## config.mk

```make
export PLATFORM = sky130hd
export DESIGN_NAME = jedro_1_decode_stage
export DESIGN_NICKNAME = d
export VERILOG_FILES = /design/src/rtl/jedro_1_decode_stage.sv
export SDC_FILE = /design/constraint.sdc
export NUM_CORES = 1
export LEC_CHECK = 0
export ABC_AREA = 1
export CORE_MARGIN = 2
export CORE_UTILIZATION = 56
export DETAILED_ROUTE_END_ITERATION = 8
export GPL_TIMING_DRIVEN = 0
export PLACE_DENSITY = 0.84
export SETUP_SLACK_MARGIN = 0.02
export SYNTH_ARGS = -nofsm -noshare
export SYNTH_HDL_FRONTEND = slang
export SYNTH_SLANG_ARGS = --single-unit
export TNS_END_PERCENT = 50
```

## constraint.sdc

```tcl
create_clock -name clk_i -period 3.8 [get_ports clk_i]
set_input_delay 0.57 -clock clk_i [delete_from_list [all_inputs] [get_ports clk_i]]
set_output_delay 0.57 -clock clk_i [all_outputs]
set_load 0.03 [all_outputs]
```

## src/rtl/jedro_1_decode_stage.sv

```systemverilog
// RV32 decode stage for OP, OP-IMM and LUI instructions, with a two-entry
// (output + skid) buffer on the valid/ready handshake.
module jedro_1_decode_stage #(
    parameter int unsigned RF_ADDR_WIDTH = 5,
    parameter int unsigned IMM_WIDTH     = 32,
    parameter bit          RV32E         = 1'b0
) (
    input  logic                     clk_i,
    input  logic                     rst_i,
    input  logic [31:0]              instr_i,
    input  logic                     instr_valid_i,
    output logic                     instr_ready_o,
    input  logic                     flush_i,
    output logic                     dec_valid_o,
    input  logic                     dec_ready_i,
    output logic [3:0]               alu_op_sel_o,
    output logic [RF_ADDR_WIDTH-1:0] rs1_addr_o,
    output logic [RF_ADDR_WIDTH-1:0] rs2_addr_o,
    output logic [RF_ADDR_WIDTH-1:0] rd_addr_o,
    output logic                     rd_we_o,
    output logic                     use_imm_o,
    output logic [IMM_WIDTH-1:0]     imm_o,
    output logic                     illegal_instr_o
);

    localparam logic [6:0] OPC_OP    = 7'b0110011;
    localparam logic [6:0] OPC_OPIMM = 7'b0010011;
    localparam logic [6:0] OPC_LUI   = 7'b0110111;
    localparam logic [6:0] F7_ZERO   = 7'b0000000;
    localparam logic [6:0] F7_ALT    = 7'b0100000;

    typedef struct packed {
        logic                     illegal;
        logic [3:0]               alu_op;
        logic [RF_ADDR_WIDTH-1:0] rs1;
        logic [RF_ADDR_WIDTH-1:0] rs2;
        logic [RF_ADDR_WIDTH-1:0] rd;
        logic                     rd_we;
        logic                     use_imm;
        logic [IMM_WIDTH-1:0]     imm;
    } dec_t;

    dec_t       dec_c;
    logic       legal;
    logic [2:0] funct3;
    logic [6:0] funct7;

    dec_t out_q, out_d, skid_q, skid_d;
    logic out_valid_q, out_valid_d;
    logic skid_valid_q, skid_valid_d;
    logic rdy_q, rdy_d;
    logic accept, drain;

    // Combinational decode of the incoming word; illegal words collapse to all-zero fields.
    always_comb begin
        dec_c  = '0;
        legal  = 1'b0;
        funct3 = instr_i[14:12];
        funct7 = instr_i[31:25];
        case (instr_i[6:0])
            OPC_OP: begin
                legal = (funct7 == F7_ZERO) ||
                        ((funct7 == F7_ALT) && ((funct3 == 3'b000) || (funct3 == 3'b101)));
                if (RV32E && (instr_i[19] || instr_i[24] || instr_i[11])) legal = 1'b0;
                dec_c.alu_op = {instr_i[30], funct3};
                dec_c.rs1    = RF_ADDR_WIDTH'(instr_i[19:15]);
                dec_c.rs2    = RF_ADDR_WIDTH'(instr_i[24:20]);
                dec_c.rd     = RF_ADDR_WIDTH'(instr_i[11:7]);
                dec_c.rd_we  = 1'b1;
            end
            OPC_OPIMM: begin
                legal = 1'b1;
                if ((funct3 == 3'b001) && (funct7 != F7_ZERO)) legal = 1'b0;
                if ((funct3 == 3'b101) && (funct7 != F7_ZERO) && (funct7 != F7_ALT)) legal = 1'b0;
                if (RV32E && (instr_i[19] || instr_i[11])) legal = 1'b0;
                dec_c.alu_op  = {(funct3 == 3'b101) ? instr_i[30] : 1'b0, funct3};
                dec_c.rs1     = RF_ADDR_WIDTH'(instr_i[19:15]);
                dec_c.rd      = RF_ADDR_WIDTH'(instr_i[11:7]);
                dec_c.rd_we   = 1'b1;
                dec_c.use_imm = 1'b1;
                dec_c.imm     = IMM_WIDTH'($signed(instr_i[31:20]));
            end
            OPC_LUI: begin
                legal = !(RV32E && instr_i[11]);
                dec_c.rd      = RF_ADDR_WIDTH'(instr_i[11:7]);
                dec_c.rd_we   = 1'b1;
                dec_c.use_imm = 1'b1;
                dec_c.imm     = IMM_WIDTH'($signed({instr_i[31:12], 12'b0}));
            end
            default: legal = 1'b0;
        endcase
        if (!legal) begin
            dec_c         = '0;
            dec_c.illegal = 1'b1;
        end
    end

    // Buffer control: the skid entry always drains ahead of a new word to keep order.
    always_comb begin
        out_d        = out_q;
        out_valid_d  = out_valid_q;
        skid_d       = skid_q;
        skid_valid_d = skid_valid_q;
        accept       = instr_valid_i && rdy_q;
        drain        = out_valid_q && dec_ready_i;
        if (flush_i) begin
            out_valid_d  = 1'b0;
            skid_valid_d = 1'b0;
        end else if (!out_valid_q || drain) begin
            if (skid_valid_q) begin
                out_d        = skid_q;
                out_valid_d  = 1'b1;
                skid_valid_d = 1'b0;
            end else if (accept) begin
                out_d       = dec_c;
                out_valid_d = 1'b1;
            end else begin
                out_valid_d = 1'b0;
            end
        end else if (accept) begin
            skid_d       = dec_c;
            skid_valid_d = 1'b1;
        end
        rdy_d = !skid_valid_d;
    end

    always_ff @(posedge clk_i) begin
        if (rst_i) begin
            out_q        <= '0;
            skid_q       <= '0;
            out_valid_q  <= 1'b0;
            skid_valid_q <= 1'b0;
            rdy_q        <= 1'b1;
        end else begin
            out_q        <= out_d;
            skid_q       <= skid_d;
            out_valid_q  <= out_valid_d;
            skid_valid_q <= skid_valid_d;
            rdy_q        <= rdy_d;
        end
    end

    assign instr_ready_o   = rdy_q;
    assign dec_valid_o     = out_valid_q;
    assign alu_op_sel_o    = out_q.alu_op;
    assign rs1_addr_o      = out_q.rs1;
    assign rs2_addr_o      = out_q.rs2;
    assign rd_addr_o       = out_q.rd;
    assign rd_we_o         = out_q.rd_we;
    assign use_imm_o       = out_q.use_imm;
    assign imm_o           = out_q.imm;
    assign illegal_instr_o = out_q.illegal;

endmodule

```

==> results of run 1 <==
==> sequential cells by signal, indices dropped and copies added, names as in the netlist <==
register,flops
alu_op_sel_o,4
rs1_addr_o,5
rs2_addr_o,5
imm_o,32
rd_we_o,1
skid_q,54
skid_valid_q,1
dec_valid_o,1
use_imm_o,1
rd_addr_o,5
instr_ready_o,1
illegal_instr_o,1
==> per-stage QoR <==
step,setup slack [ns],hold slack (ns)
floorplan,2.055,0.4422
global placement,1.292,0.4520
detailed placement,1.172,0.4546
CTS,1.548,0.4707
global route,1.343,0.4920
finish,1.477,0.4677
==> worst reg2reg max path: stages (launching register included) <==
cell     delay (ns)
dfxtp_1        0.34
inv_1          0.04
nor2_1         0.11
inv_1          0.07
nor2_1         0.14
nand3_1        0.29
inv_1          0.25
buf_4          0.21
buf_2          0.24
o21ai_0        0.12
a21oi_1        0.15
==> cells by family (layout without fill, tap and decap cells) <==
family | after synthesis | after routing | share of synthesized area, %
flip-flops | 111 | 111 | 45.34
AND/OR/NAND/NOR | 330 | 330 | 27.14
buffers and inverters | 77 | 185 | 7.148
AO/OA/AOI/OAI | 199 | 199 | 20.37
==> report_power, final <==
part           leakage (nW)  switching, mW  internal (mW)
logic                  1.73          0.134         0.0875
clock network        0.0872          0.398          0.309
registers             0.898         0.0118           1.18
==> area by class of cell <==
class                      instances  share of cell area (%)
sequential                       111                   36.16
inverter                          24                   1.466
clock inverter                     4                  0.8754
buffer                            53                   4.235
multi-input combinational        529                   37.89
tap                              108                   2.199
clock buffer                      12                   2.199
timing repair buffer              92                   14.98
==> layer usage <==
metal | wire length [um] | track usage, % | part of all wire (%) | vias to the layer above
li1 | - | - | - | 2529
met1 | 6063 | 39.68 | 42 | 2389
met2 | 7019 | 51.62 | 48 | 293
met3 | 1205 | 4.604 | 8.3 | 28
met4 | 291 | 10.68 | 2.0 | 0
met5 | 0 | 0 | 0 | -
==> placed cells by master (no fill, tap or decap), types with 2 or more instances in the layout <==
| cell type | Yosys | routed |
|---|---|---|
| clkbuf_1 | 24 | 27 |
| nand3_2 | 5 | 5 |
| o21ai_0 | 76 | 76 |
| nand3_1 | 29 | 29 |
| nand2_2 | 2 | 2 |
| inv_2 | 3 | 3 |
| clkbuf_8 | 0 | 9 |
| buf_2 | 19 | 19 |
| buf_1 | 3 | 3 |
| clkinvlp_4 | 0 | 2 |
| inv_1 | 21 | 21 |
| a21oi_1 | 122 | 122 |
| buf_4 | 4 | 4 |
| buf_6 | 3 | 3 |
| dfxtp_1 | 111 | 111 |
| nor2_4 | 2 | 2 |
| nor2_1 | 95 | 95 |
| clkdlybuf4s50_1 | 0 | 92 |
| nand2_1 | 195 | 195 |
==> worst max-delay path by stage <==
stage	from	to	depth (start not counted)
2_1_floorplan	instr_i[1]	imm_o[0]	12
3_3_place_gp	instr_i[31]	rs2_addr_o[2]	14
3_5_place_dp	instr_i[31]	imm_o[2]	14
4_1_cts	instr_i[31]	imm_o[2]	14
5_1_grt	instr_i[31]	imm_o[1]	14
6_report	instr_i[31]	imm_o[2]	14
==> flow_summary_export.csv, run 1 <==
group,metric,value,unit
final_layout,regArea,2222,sq um
yosys,synth_top_area_cell,"dfxtp_1",
min_path,hold_path_class,"flop to flop",
global_routing,grt-ovfl-total,0,
critical_path,cp-end-kind,"flop",
yosys,yosysSeqAreaShare,45.34,%
yosys,synth_warnings,0,
drt,first_pass_iters,5,
floorplan,io_pins,93,
yosys,syn-num-nets,754,
placement,routabilityCongestion,0.9555,
global_routing,antenna_found_initial,0,
clock_network,tritoncts,"built",
critical_path,r2r-start,"dec_valid_o",
critical_path,arrival,2.61,ns
critical_path,rr_endpoint,"skid_q[30]",
critical_path,cp_cell_sequence,"clkdlybuf4s50_1, nor2_2, nand2_1, nor2_1, inv_1, nand2_1, nand2_1, nand3_2, buf_6, buf_6, nand3_1, nand2_1, nand2_1, a21oi_1",
global_routing,grt_pass1_vias,4888,
outcome,outcome,"complete, no violations",
yosys,async_reset_ff_share,0,%
final_layout,antenna_cells,0,
critical_path,path_delay_family,"simple AND/OR/NAND/NOR gates",
clock_network,path_clk_slew,0.10,ns
clock_network,holdBufCountCts,0,
pwr,leakagePower,2.717,nW
floorplan,num_rows,34,
yosys,yosysMostFrequentCell,"nand2_1",
timing,drv_slew,0,
yosys,synthCells,717,
drt,vias,5239,
drt,drtIter0Drc,380,
final_layout,finish.utilization,71.52,%
placement,placedCellCount,917,
timing,clock-skew-final,0.01176,ns
floorplan,core,8593,sq um
yosys,ys.flop_type,"dfxtp_1",
clock_network,cts_buffers,9,
clock_network,post_cts_buffers,0,
critical_path,crit_type,"primary input to flop",
final_layout,layoutNonFillerInstCount,933,
drt,vias_per_cell,5.615,
floorplan,initial_core_util,57.03,%
placement,dpl_cell_area,5957,sq um
drt,totalWireLength,14580,um
pwr,power_density,345.6,nW/um^2
yosys,netlist_area,4901,sq um
drt,drc_errors,0,
pwr,peakVddDrop,0.0002004,V
clock_network,ctsResizeCount,0,
yosys,synth_cell_types,19,
job,maxCapViolCount,0,
final_layout,fin_nets,857,
min_path,whs_endpoint,"rs2_addr_o[1]",
drt,ant_nets,0,
critical_path,slowest_delay,0.56,ns
timing,hold_violations,0,
pwr,total_power,2.124,mW
global_routing,grt_max_degree,18,
final_layout,layout-drive-gt1-share,6.303,%
timing,max_slew_margin,61.26,%
final_layout,final_area,6146,sq um
final_layout,multi_input_area,2328,sq um
timing,setup_viol_count_final,0,
clock_network,cts_buffer_depth,2,
clock_network,clock_latency,0.37,ns
critical_path,start_kind,"primary input",
timing,fin_crit,2.323,ns
timing,worst_pin_slew,0.5811,ns
timing,fin_tns_setup,0,ns
placement,post-dp-hpwl,10850,um
critical_path,reg2reg_slack,1.77,ns
global_routing,grt_pass1_wl,23630,um
timing,rsz0062_at_grt,"no",
floorplan,die_area,9516,sq um
floorplan,die_w,97.55,um
timing,fmax,430.4,MHz
yosys,avgSynthCellArea,6.835,sq um
clock_network,ctsHtreeMaxLevel,3,
yosys,synthTopCellsByArea,"dfxtp_1 (45%), nand2_1 (15%), a21oi_1 (12%)",
critical_path,path_buf_inv,4,
floorplan,die_y,97.55,um
critical_path,worst-path-max-fanout,10,
critical_path,cp_slowest_cell,"clkdlybuf4s50_1",
yosys,ys_ff_latch,111,
yosys,synth_edf_count,0,
clock_network,clockRootBuffer,"clkbuf_8",
clock_network,cts_sinks,111,
critical_path,cp.required,4.09,ns
min_path,min_from,"rs2_addr_o[1]",
timing,period_share,61.14,%
final_layout,area_growth,25.40,%
yosys,yosysTopAreaCellShare,45.34,%
final_layout,fillers,738,
critical_path,path_common_cell,"nand2_1",
critical_path,reg2reg_depth,10,
min_path,hold_depth,2,
yosys,synth_common_cells,"nand2_1 (195), a21oi_1 (122), dfxtp_1 (111)",
global_routing,track_usage,30.47,%
placement,io_buffers,92,
drt,wl_per_cell,15.63,um
(Power assumes the default switching activity.)
==> inputs of run 2 (changes only) <==
CORE_UTILIZATION = 52   (was 56)
PLACE_DENSITY = 0.79   (was 0.84)
clock period = 2.2 ns   (was 3.8 ns; I/O delays follow)
==> flow_summary_export.csv, run 2 (synthesis results as in run 1) <==
group,metric,value,unit
drt,wl_per_cell,15.65,um
final_layout,area_growth,26.12,%
clock_network,cts_buffers,9,
clock_network,cts_sinks,111,
critical_path,cp-end-kind,"flop",
clock_network,ctsHtreeMaxLevel,3,
timing,drv_slew,0,
critical_path,crit_type,"primary input to flop",
global_routing,grt-ovfl-total,0,
critical_path,startpoint,"instr_i[31]",
critical_path,endpoint,"imm_o[1]",
final_layout,final_cell_mix,"nand2_1 (195), a21oi_1 (122), dfxtp_1 (111), nor2_1 (95), clkdlybuf4s50_1 (92)",
floorplan,die_y,101.1,um
timing,worst_pin_slew,0.6115,ns
critical_path,worst-path-max-fanout,10,
critical_path,reg2reg_slack,0.25,ns
final_layout,layout-drive-gt1-share,6.909,%
critical_path,cp.required,2.51,ns
drt,drc_errors,0,
floorplan,num_rows,35,
final_layout,final_area,6181,sq um
timing,rsz0062_at_grt,"no",
timing,hold_violations,0,
timing,clock-skew-final,0.01152,ns
min_path,hold_path_class,"flop to flop",
clock_network,clockRootBuffer,"clkbuf_8",
final_layout,finish.utilization,67.21,%
global_routing,grt_pass1_vias,5036,
drt,vias_per_cell,5.632,
global_routing,track_usage,29.56,%
final_layout,fillers,857,
drt,drtIter0Drc,385,
floorplan,io_pins,93,
timing,period_share,92.70,%
placement,post-dp-hpwl,10690,um
critical_path,rr_endpoint,"skid_q[35]",
drt,first_pass_iters,5,
final_layout,largest_reg_flops,54,
clock_network,path_clk_slew,0.11,ns
clock_network,clock_latency,0.38,ns
drt,totalWireLength,14650,um
final_layout,antenna_cells,0,
outcome,outcome,"complete, no violations",
placement,routabilityCongestion,0.9243,
final_layout,fin_nets,857,
drt,vias,5272,
placement,dpl_cell_area,5961,sq um
pwr,total_power,3.773,mW
placement,io_buffers,92,
global_routing,grt_max_degree,20,
clock_network,cts_buffer_depth,2,
timing,fin_crit,2.039,ns
timing,setup_viol_count_final,0,
final_layout,layout_commonest_cell,"nand2_1",
floorplan,die_w,101.1,um
floorplan,core,9196,sq um
critical_path,start_kind,"primary input",
timing,fin_tns_setup,0,ns
global_routing,grt_pass1_wl,24000,um
pwr,peakVddDrop,0.0004110,V
timing,hold_ws,0.4678,ns
critical_path,reg2reg_depth,10,
critical_path,r2r-start,"dec_valid_o",
pwr,leakagePower,2.742,nW
min_path,min_from,"imm_o[15]",
clock_network,tritoncts,"built",
final_layout,top_register,"skid_q",
critical_path,arrival,2.35,ns
drt,ant_nets,0,
pwr,power_density,610.4,nW/um^2
job,maxCapViolCount,0,
floorplan,die_area,10220,sq um
global_routing,antenna_found_initial,0,
floorplan,initial_core_util,53.29,%
timing,fmax,490.3,MHz
timing,max_slew_margin,59.23,%
## run 2: area by class of cell
type                       instances  area (sq um)  area share, %
sequential                       111          2222          35.95
inverter                          24         90.09          1.457
clock inverter                     6         76.32          1.235
buffer                            53         261.5          4.231
tap                              111         138.9          2.247
clock buffer                      10         137.6          2.227
timing repair buffer              92         920.9          14.90
multi-input combinational        529          2333          37.75
## run 2: critical path, stage by stage
cell and delay, ns:
clkdlybuf4s50_1 0.57, nor2_2 0.18, nand2_1 0.06, nor2_1 0.16
nand2_1 0.07, nand2_1 0.06, nand2_1 0.07, nand3_2 0.10
buf_6 0.17, buf_6 0.17, nand3_1 0.12, nand2_1 0.08
nand2_1 0.07, a21oi_1 0.13
## run 2: what timing repair did
| action | CTS | global route |
|---|---|---|
| gates resized for setup | 0 | 3 |
| endpoints found under the setup margin | 0 | 17 |
| hold buffers | 0 | 0 |
| setup buffers | 0 | 0 |
## run 2: per-stage QoR
step           worst slack [ns]  std cells
2_1_floorplan            0.5406        717
6_report                 0.1606        936
3_3_place_gp            -0.1298        920
5_1_grt                 0.03449        936
3_5_place_dp            -0.2083        920
4_1_cts                  0.1476        936
## run 2: how the worst min path moves through the flow
stage | to | cells after the start
after floorplan | skid_q[33] | 2
after global placement | imm_o[14] | 2
after detailed placement | imm_o[15] | 2
after CTS | imm_o[15] | 2
after global routing | imm_o[15] | 2
final | imm_o[15] | 2
## run 2: metal layers
| layer | wire (um) | global-route usage, % | part of all wire [%] | up-vias |
|---|---|---|---|---|
| li1 | - | - | - | 2530 |
| met1 | 6316 | 38.36 | 43 | 2468 |
| met2 | 7059 | 50.43 | 48 | 243 |
| met3 | 957 | 3.537 | 6.5 | 31 |
| met4 | 318 | 10.91 | 2.2 | 0 |
| met5 | 0 | 0 | 0 | - |
## run 2: power by group
group | internal [mW] | switching [mW] | leakage (nW)
clock | 0.577 | 0.745 | 0.109
sequential | 2.05 | 0.0212 | 0.898
combinational | 0.151 | 0.232 | 1.74
total | 2.77 | 0.998 | 2.74
